===== config.mk =====
export PLATFORM = sky130hd
export DESIGN_NAME = unsigned_approx_mult_pipe_flat
export DESIGN_NICKNAME = d
export VERILOG_FILES = /design/src/rtl/unsigned_approx_mult_pkg.sv /design/src/rtl/unsigned_approx_mult_pipe_if.sv /design/src/rtl/unsigned_approx_mult_pipe_approx_pp_reduce.sv /design/src/rtl/unsigned_approx_mult_pipe.sv /design/src/flat_wrapper.sv
export SDC_FILE = /design/constraint.sdc
export NUM_CORES = 1
export LEC_CHECK = 0
export BUFFER_PORTS_ARGS = -buffer_cell sky130_fd_sc_hd__buf_4
export CAP_MARGIN = 25
export CELL_PAD_IN_SITES_DETAIL_PLACEMENT = 0
export CELL_PAD_IN_SITES_GLOBAL_PLACEMENT = 1
export CORE_MARGIN = 3
export CORE_UTILIZATION = 40
export CTS_CLUSTER_SIZE = 24
export DETAILED_ROUTE_END_ITERATION = 16
export GPL_TIMING_DRIVEN = 0
export MAX_ROUTING_LAYER = met4
export PLACE_DENSITY_LB_ADDON = 0.2
export SETUP_SLACK_MARGIN = 0.3
export SYNTH_ARGS = -nofsm -noshare
export SYNTH_HDL_FRONTEND = slang
export SYNTH_SLANG_ARGS = --single-unit

===== constraint.sdc =====
create_clock -name clk -period 6.01 [get_ports clk]
set_clock_uncertainty 0.1 [all_clocks]
set_input_delay 1.202 -clock clk [delete_from_list [all_inputs] [get_ports clk]]
set_output_delay 1.202 -clock clk [all_outputs]
set_load 0.01 [all_outputs]

===== src/rtl/unsigned_approx_mult_pkg.sv =====
// Shared definitions for the approximate unsigned multiplier pipeline.
// Holds the pipeline depth, the parameter legality check and a reference
// function for the truncated low partial-product term S.
package unsigned_approx_mult_pkg;

    localparam int unsigned NumStages = 3;

    // True when operand width, approximated-row count and truncation column
    // form a legal combination.
    function automatic bit params_legal(int unsigned n, int unsigned l, int unsigned t);
        return (n >= 4) && (n <= 32) && (l >= 1) && (l + 1 <= n) && (t + 2 <= n + l);
    endfunction

    // Truncated low term S: rows 0..l-1 of the partial-product array with every
    // bit below column t cleared before they are summed. Only n bits of y count.
    function automatic logic [63:0] trunc_low_term(int unsigned n, int unsigned l,
                                                   int unsigned t, logic [31:0] x_lo,
                                                   logic [31:0] y);
        logic [63:0] acc;
        logic [63:0] keep;
        logic [63:0] y_n;
        acc  = '0;
        keep = {64{1'b1}} << t;
        y_n  = {32'b0, y} & ~({64{1'b1}} << n);
        for (int unsigned i = 0; i < 32; i++) begin
            if ((i < l) && x_lo[i]) begin
                acc = acc + ((y_n << i) & keep);
            end
        end
        return acc;
    endfunction

endpackage


===== src/rtl/unsigned_approx_mult_pipe_if.sv =====
// Handshake bundle for unsigned_approx_mult_pipe.
//   in_valid/in_ready : operand beat (x, y, mode) transfer
//   out_valid/out_ready : result beat (z, err, z_approx) transfer
// master drives operands and out_ready; slave is the multiplier.
interface unsigned_approx_mult_pipe_if #(
    parameter int unsigned N = 8
) ();

    logic           in_valid;
    logic           in_ready;
    logic [N-1:0]   x;
    logic [N-1:0]   y;
    logic           mode;
    logic           out_valid;
    logic           out_ready;
    logic [2*N-1:0] z;
    logic [2*N-1:0] err;
    logic           z_approx;

    modport master (
        output in_valid, x, y, mode, out_ready,
        input  in_ready, out_valid, z, err, z_approx
    );

    modport slave (
        input  in_valid, x, y, mode, out_ready,
        output in_ready, out_valid, z, err, z_approx
    );

endinterface


===== src/rtl/unsigned_approx_mult_pipe_approx_pp_reduce.sv =====
// approx_pp_reduce: combinational sum of the low L partial-product rows
// (x_lo_i[i] ? y_i << i : 0), each truncated below column T.
//   x_lo_i : low L bits of the multiplier
//   y_i    : multiplicand
//   s_o    : truncated low term S (fits in N+L bits)
module approx_pp_reduce #(
    parameter int unsigned N = 8,
    parameter int unsigned L = 4,
    parameter int unsigned T = N - 1
) (
    input  logic [L-1:0]   x_lo_i,
    input  logic [N-1:0]   y_i,
    output logic [N+L-1:0] s_o
);

    localparam int unsigned W = N + L;
    localparam logic [W-1:0] KeepMask = {W{1'b1}} << T;

    logic [W-1:0] y_ext;

    assign y_ext = {{L{1'b0}}, y_i};

    always_comb begin
        s_o = '0;
        for (int i = 0; i < int'(L); i++) begin
            if (x_lo_i[i]) begin
                s_o = s_o + ((y_ext << i) & KeepMask);
            end
        end
    end

endmodule


===== src/rtl/unsigned_approx_mult_pipe.sv =====
// unsigned_approx_mult_pipe: 3-stage valid/ready pipelined unsigned multiplier
// with a per-beat exact/approximate select.
//   clk, rst : clock, asynchronous active-high reset
//   bus      : slave side of unsigned_approx_mult_pipe_if (operands in,
//              product z, error err = exact - z, z_approx = ~mode out)
// S1 captures operands, S2 forms the high product, truncated low term and the
// exact product, S3 forms z and err. Each stage loads when it is empty or
// when the stage after it can take its contents, so bubbles collapse.
module unsigned_approx_mult_pipe
    import unsigned_approx_mult_pkg::*;
#(
    parameter int unsigned N = 8,
    parameter int unsigned L = 4,
    parameter int unsigned T = N - 1
) (
    input logic                        clk,
    input logic                        rst,
    unsigned_approx_mult_pipe_if.slave bus
);

    if (!params_legal(N, L, T)) begin : g_illegal
        $error("unsigned_approx_mult_pipe: illegal N/L/T combination");
    end

    localparam int unsigned PW  = 2 * N;
    localparam int unsigned HiW = 2 * N - L;

    // Stage valid flags and per-stage ready (stage can load this cycle).
    logic v1_q, v2_q, v3_q;
    logic rdy1, rdy2, rdy3;

    // S1: captured operands.
    logic [N-1:0] x1_q, y1_q;
    logic         m1_q;

    // S2: high product, truncated low term, exact product.
    logic [HiW-1:0] hi2_q, hi2_d;
    logic [N+L-1:0] s2_q, s2_d;
    logic [PW-1:0]  p2_q, p2_d;
    logic           m2_q;

    // S3: registered outputs.
    logic [PW-1:0] z3_q, z3_d;
    logic [PW-1:0] err3_q, err3_d;
    logic          za3_q;
    logic [PW-1:0] z_apx;

    assign rdy3 = ~v3_q | bus.out_ready;
    assign rdy2 = ~v2_q | rdy3;
    assign rdy1 = ~v1_q | rdy2;

    approx_pp_reduce #(
        .N(N),
        .L(L),
        .T(T)
    ) u_reduce (
        .x_lo_i(x1_q[L-1:0]),
        .y_i   (y1_q),
        .s_o   (s2_d)
    );

    assign hi2_d = HiW'(y1_q) * HiW'(x1_q[N-1:L]);
    assign p2_d  = PW'(x1_q) * PW'(y1_q);

    // Approximate result never exceeds the exact one, so err cannot wrap.
    assign z_apx  = {hi2_q, {L{1'b0}}} + {{(N - L){1'b0}}, s2_q};
    assign z3_d   = m2_q ? p2_q : z_apx;
    assign err3_d = p2_q - z3_d;

    always_ff @(posedge clk or posedge rst) begin
        if (rst) begin
            v1_q   <= 1'b0;
            v2_q   <= 1'b0;
            v3_q   <= 1'b0;
            x1_q   <= '0;
            y1_q   <= '0;
            m1_q   <= 1'b0;
            hi2_q  <= '0;
            s2_q   <= '0;
            p2_q   <= '0;
            m2_q   <= 1'b0;
            z3_q   <= '0;
            err3_q <= '0;
            za3_q  <= 1'b0;
        end else begin
            if (rdy1) begin
                v1_q <= bus.in_valid;
                if (bus.in_valid) begin
                    x1_q <= bus.x;
                    y1_q <= bus.y;
                    m1_q <= bus.mode;
                end
            end
            if (rdy2) begin
                v2_q <= v1_q;
                if (v1_q) begin
                    hi2_q <= hi2_d;
                    s2_q  <= s2_d;
                    p2_q  <= p2_d;
                    m2_q  <= m1_q;
                end
            end
            // Data only moves when S3 can hand off, so outputs hold in a stall.
            if (rdy3) begin
                v3_q <= v2_q;
                if (v2_q) begin
                    z3_q   <= z3_d;
                    err3_q <= err3_d;
                    za3_q  <= ~m2_q;
                end
            end
        end
    end

    assign bus.in_ready  = rdy1;
    assign bus.out_valid = v3_q;
    assign bus.z         = z3_q;
    assign bus.err       = err3_q;
    assign bus.z_approx  = za3_q;

endmodule

===== src/flat_wrapper.sv =====
// flat-port wrapper written by rule: the top's interface ports become plain ports
module unsigned_approx_mult_pipe_flat import unsigned_approx_mult_pkg::*;
#(
    parameter int unsigned N = 8,
    parameter int unsigned L = 4,
    parameter int unsigned T = N - 1
)
  (clk, rst, bus_in_valid, bus_x, bus_y, bus_mode, bus_out_ready, bus_in_ready, bus_out_valid, bus_z, bus_err, bus_z_approx);
  unsigned_approx_mult_pipe_if #(.N(N)) bus_i ();
  input logic clk;
  input logic rst;
  input wire logic [$bits(bus_i.in_valid)-1:0] bus_in_valid;
  input wire logic [$bits(bus_i.x)-1:0] bus_x;
  input wire logic [$bits(bus_i.y)-1:0] bus_y;
  input wire logic [$bits(bus_i.mode)-1:0] bus_mode;
  input wire logic [$bits(bus_i.out_ready)-1:0] bus_out_ready;
  output wire logic [$bits(bus_i.in_ready)-1:0] bus_in_ready;
  output wire logic [$bits(bus_i.out_valid)-1:0] bus_out_valid;
  output wire logic [$bits(bus_i.z)-1:0] bus_z;
  output wire logic [$bits(bus_i.err)-1:0] bus_err;
  output wire logic [$bits(bus_i.z_approx)-1:0] bus_z_approx;
  assign bus_i.in_valid = bus_in_valid;
  assign bus_i.x = bus_x;
  assign bus_i.y = bus_y;
  assign bus_i.mode = bus_mode;
  assign bus_i.out_ready = bus_out_ready;
  assign bus_in_ready = bus_i.in_ready;
  assign bus_out_valid = bus_i.out_valid;
  assign bus_z = bus_i.z;
  assign bus_err = bus_i.err;
  assign bus_z_approx = bus_i.z_approx;
  unsigned_approx_mult_pipe #(.N(N), .L(L), .T(T)) u_core (.clk(clk), .rst(rst), .bus(bus_i));
endmodule

Yosys cells after proc, flatten, opt, wreduce, memory -nomap -nowiden:

Cells that the tools add are included.

* bits in registers: 94
* input port bits: 21
* logic and storage cells: 35

* multiplexer cells: 5
* bitwise logic cells: 7
* add/sub/neg operators: 5
* reductions and logical operators: 3
* multipliers: 2

Operators by type and width (number)
* $mux 12: 3
* $add 16x12->16: 1
* $mul 8x8->16: 1
* $mux 16: 1
* $sub 16x16->16: 1
* $add 12x10->12: 1
* $add 12x11->12: 1
* $add 12x9->12: 1
* $mul 8x4->12: 1
* $mux 8: 1
* $reduce_and 2->1: 3
* $not 1->1: 4
* $or 1x1->1: 3

Longest topological paths before layout:

* depth after elaboration: 7
* mapped depth: 18
* gate-level depth less buffers: 16

Hierarchy:

From an unflattened synthesis, not the netlist that was laid out.

* cells, all modules: 804
* area total of the unflattened synthesis: 7816.2 um^2

Modules (own cells, without submodules)
* unsigned_approx_mult_pipe: instances 1, area an instance 7350.8 um^2, cells each 749, seq. area each 2352.3 um^2
* approx_pp_reduce: instances 1, area an instance 465.4 um^2, cells each 55, seq. area each 0.0 um^2

Worst setup path before layout:

No wires, ideal clock.

* path kind: register to register
* from: register u_core.x1_q[3]
* to: register u_core.p2_q[15]
* data required time: 5841 ps
* data arrival time: 4402 ps
* stages on the path, launching flop included: 16
* setup slack: 1439 ps
* cells stage by stage: dfrtp_1 clkbuf_1 clkbuf_1 and2_1 fa_1 fa_1 fa_1 inv_1 fa_1 inv_1 ha_1 o21ai_0 nor2b_1 a211oi_1 or4_1 nand3_1

* longest elaborated chain between the ends: 1

RTL lines
* start: declaration: RTL line unsigned_approx_mult_pipe.sv:33 `logic [N-1:0] x1_q, y1_q;`
* start signal: assignment: RTL line unsigned_approx_mult_pipe.sv:89 `x1_q <= bus.x;`
* $mul 8x8->16: RTL line unsigned_approx_mult_pipe.sv:63 `assign p2_d = PW'(x1_q) * PW'(y1_q);`
* end signal: assignment: RTL line unsigned_approx_mult_pipe.sv:99 `p2_q <= p2_d;`
* end: declaration: RTL line unsigned_approx_mult_pipe.sv:39 `logic [PW-1:0] p2_q, p2_d;`

No other way between the ends.
A chain may end at the register's enable or synchronous reset.

Worst setup path after layout:

Same ends and word-level chain as after synthesis.

==> results.sh <==
export IMPL_synth_seq_area_share_pct=29.80
export IMPL_path_depth=15
export IMPL_startpoint_type="flop"
export IMPL_drive_gt1_share_pct=12.80
export IMPL_synth_main_ff_cell="dfrtp_1"
export IMPL_min_path_cells=2
export IMPL_number_of_drc_markers_in_iteration_0=225
export IMPL_synth_edff_count=0
export IMPL_critical_path_peak_fanout=10
export IMPL_switching_share_pct=47.31
export IMPL_async_flop_share_pct=100.0
export IMPL_post_synth_num_cell_types=54
export IMPL_cts_clk_slew_worst_paths_ns=0.07
export IMPL_htree_levels=3
export IMPL_postPlaceCellArea_sq_um=8029
export IMPL_pre_cts_slack_ns=0.9223
export IMPL_internal_power_uw=2616
export IMPL_clock_sink_count=87
export IMPL_power_share_clock_pct=11.0
export IMPL_final_max_slew_violation_count=0
export IMPL_worst_pin_slew_ns=0.7321
export IMPL_global_route_usage_total_pct=18.27
export IMPL_die_area_sq_um=19920
export IMPL_setup_worst_path_end_class="flop"
export IMPL_final_net_count=987
export IMPL_timing_reg2reg_worst_path_depth=15
export IMPL_setup_violations=0
export IMPL_worst_hold_path_type="flop to flop"
export IMPL_dp_hpwl_mm=13.91
export IMPL_critical_path_cell_chain="clkbuf_1, clkbuf_1, and2_1, fa_1, fa_1, fa_1, inv_1, fa_1, inv_1, ha_1, o21ai_0, nor2b_1, a211oi_1, or4_1, nand3_1"
export IMPL_ys_ff_latch=87
export IMPL_floorplan_initialDensity_pct=41.51
export IMPL_timing_final_hold_violations=0
export IMPL_max_cap_violations=0
export IMPL_grt_pass1_wl_mm=28.50
export IMPL_total_switching_power_uw=2349
export IMPL_antenna_cells=0
export IMPL_ios=56
export IMPL_critPathBufInv=4
export IMPL_final_period_utilization_pct=83.86
export IMPL_worst_path_max_delay_cell="fa_1"
export IMPL_setup_reg_to_reg_worst_slack_ns=0.97
export IMPL_cp_data_arrival_time_ns=5.22
export IMPL_cts_hold_buf=0
export IMPL_route_detailed_vias_per_inst=5.151
export IMPL_vdd_drop_max_v=0.0002491
export IMPL_core_area_sq_um=17600
export IMPL_final_min_clock_period_ns=5.040
export IMPL_cp_top_family="adder cells"
export IMPL_slew_headroom_pct=51.19
export IMPL_post_synth_instance_area_sq_um=7305
export IMPL_drt_pre_antenna_iters=4
export IMPL_final_setup_tns_ns=0
export IMPL_final_cell_area_sq_um=8309
export IMPL_cts_root_buffer="clkbuf_16"
export IMPL_cts_tree="built"
export IMPL_post_synth_inst_count=773
export IMPL_netlist_top_cell_by_area="dfrtp_1"
export IMPL_syn_nets=920
export IMPL_min_to="u_core.bus.z[1]"
export IMPL_cpMostUsedCell="fa_1"
export IMPL_wl_per_cell_um=15.81
export IMPL_maximum_number_of_pins_on_one_net_before_global_route_repair=64
export IMPL_crit_path_max_incr_delay_ns=0.55
export IMPL_power_share_combinational_pct=68.8
export IMPL_min_from="u_core.bus.z[1]"
export IMPL_worstSkewPairLatency_ns=0.35
export IMPL_die_width_um=141.1
export IMPL_die_h_um=141.1
export IMPL_postLayoutSetupSlackWorst_ns=0.9700
export IMPL_maxClockFrequency_ghz=0.1984
export IMPL_worst_r2r_endpoint="u_core.p2_q[15]"
export IMPL_required_ns=6.19
export IMPL_pd_cells_nw_per_um2=597.5
export IMPL_synth_most_common_cell="nand2_1"
export IMPL_worst_r2r_start="u_core.x1_q[3]"
export IMPL_avgSynthCellArea_sq_um=9.450
export IMPL_run_status="finished, final reports clean"
export IMPL_netlist_top_cells_area="dfrtp_1 (30%), fa_1 (13%), ha_1 (13%)"
export IMPL_cts_buffer_depth=2
export IMPL_wirelength_mm=16.90
export IMPL_total_leakage_power_uw=0.004135
export IMPL_flow_area_growth_from_synthesis_pct=13.75
export IMPL_timing_worst_setup_path_type="flop to flop"
export IMPL_drt_drc_violations_left=0
export IMPL_cts_repair_resized=0
export IMPL_cts_buffers_inserted=9
export IMPL_power_share_sequential_pct=20.2
export IMPL_port_buffers=55
export IMPL_synth_top_area_share_pct=29.80
export IMPL_rsz0062_at_grt="no"
export IMPL_vias_in_the_first_global_route=5790
export IMPL_antenna_found_initial=0
export IMPL_dr_total_vias=5506
export IMPL_fillerInstances=1726
export IMPL_grt_overflow=0
export IMPL_yosysWarningCount=0
export IMPL_antenna_viol_nets_final=0
export IMPL_cts_setup_buffers=0
export IMPL_std_cell_rows=48
export IMPL_synth_top_cells_by_count="nand2_1 (105), dfrtp_1 (87), inv_1 (82)"
export IMPL_gpl_final_weighted_congestion=0.8548
## logic make-up after synthesis
kind of cell	count (synthesis)	synth area share, %
buf+inv	110	5.790
flops	87	29.80
xor+xnor	32	3.837
compound gates	157	13.72
other cells	1	0.05134
mux	35	5.224
fa+ha+maj	126	26.62
simple gates	225	14.95
## worst max-delay path by stage
stage / slack (ns) / start / to
after floorplan: 1.44 / u_core.x1_q[3] / u_core.p2_q[15]
after global placement: 0.94 / u_core.x1_q[3] / u_core.p2_q[15]
after detailed placement: 0.92 / u_core.x1_q[3] / u_core.p2_q[15]
after CTS: 0.93 / u_core.x1_q[3] / u_core.p2_q[15]
after global routing: 0.69 / u_core.x1_q[3] / u_core.p2_q[15]
final: 0.97 / u_core.x1_q[3] / u_core.p2_q[15]
## worst register-to-register path, cell delays in order (launching register included)
cell and delay (ns):
dfrtp_1 0.32, clkbuf_1 0.29, clkbuf_1 0.39, and2_1 0.21, fa_1 0.44, fa_1 0.52
fa_1 0.55, inv_1 0.06, fa_1 0.53, inv_1 0.04, ha_1 0.34, o21ai_0 0.23
nor2b_1 0.27, a211oi_1 0.10, or4_1 0.51, nand3_1 0.09
## per-stage QoR
stage / power [uW] / hold slack, ns / instances / util, %
detailed placement: 4432 / 0.3649 / 1054 / 45.63
CTS: 5012 / 0.3806 / 1069 / 47.22
global route: 5516 / 0.3990 / 1069 / 47.22
global placement: 4357 / 0.3561 / 1053 / 45.46
floorplan: 3546 / 0.3444 / 773 / -
finish: 4964 / 0.3755 / 1069 / 47.22
## per-layer routing
| layer | share of wire (%) | global-route usage (%) | vias up | routed length, um |
|---|---|---|---|---|
| met5 | 0 | - | - | 0 |
| met4 | 1.7 | 4.742 | 0 | 285 |
| met3 | 3.3 | 3.256 | 16 | 556 |
| met2 | 49 | 30.60 | 93 | 8349 |
| met1 | 46 | 22.95 | 2653 | 7706 |
| li1 | - | - | 2744 | - |
## power groups by stage
| stage | combinational (uW) | sequential (uW) | clock, uW |
|---|---|---|---|
| floorplan | 2540 | 1000 | 0 |
| global placement | 3350 | 1010 | 0 |
| detailed placement | 3420 | 1020 | 0 |
| CTS | 3440 | 1000 | 566 |
| global route | 3890 | 1040 | 584 |
| finish | 3420 | 1000 | 548 |
## cell usage in the layout (no fill, tap or decap), drive strengths merged, types with 10 or more instances in the layout
master    n
and2     44
mux2i    10
ha       77
xnor2    23
buf      60
fa       49
a21o     19
dfrtp    87
nand3    15
nand2   105
nor2     16
inv      84
a21oi    25
clkbuf   33
mux2     25
o21ai    65
## flip-flops by register name (all words and copies together), names as in the netlist
signal                cells
u_core.bus.out_valid      1
u_core.m2_q               1
u_core.y1_q               8
u_core.s2_q               5
u_core.hi2_q             12
u_core.bus.z_approx       1
u_core.m1_q               1
u_core.v1_q               1
u_core.v2_q               1
u_core.bus.z             16
u_core.bus.err           16
u_core.x1_q               8
u_core.p2_q              16
## cell type report
type / count / area [sq um] / area share (%)
Clock buffer: 10 / 239.0 / 2.876
Clock inverter: 5 / 41.29 / 0.4969
Multi-Input combinational cell: 576 / 4705 / 56.62
Inverter: 83 / 314.1 / 3.780
Sequential cell: 87 / 2177 / 26.20
Tap cell: 225 / 281.5 / 3.388
Buffer: 27 / 111.4 / 1.340
Timing Repair Buffer: 56 / 440.4 / 5.300
Power figures use the tool's default switching activity.
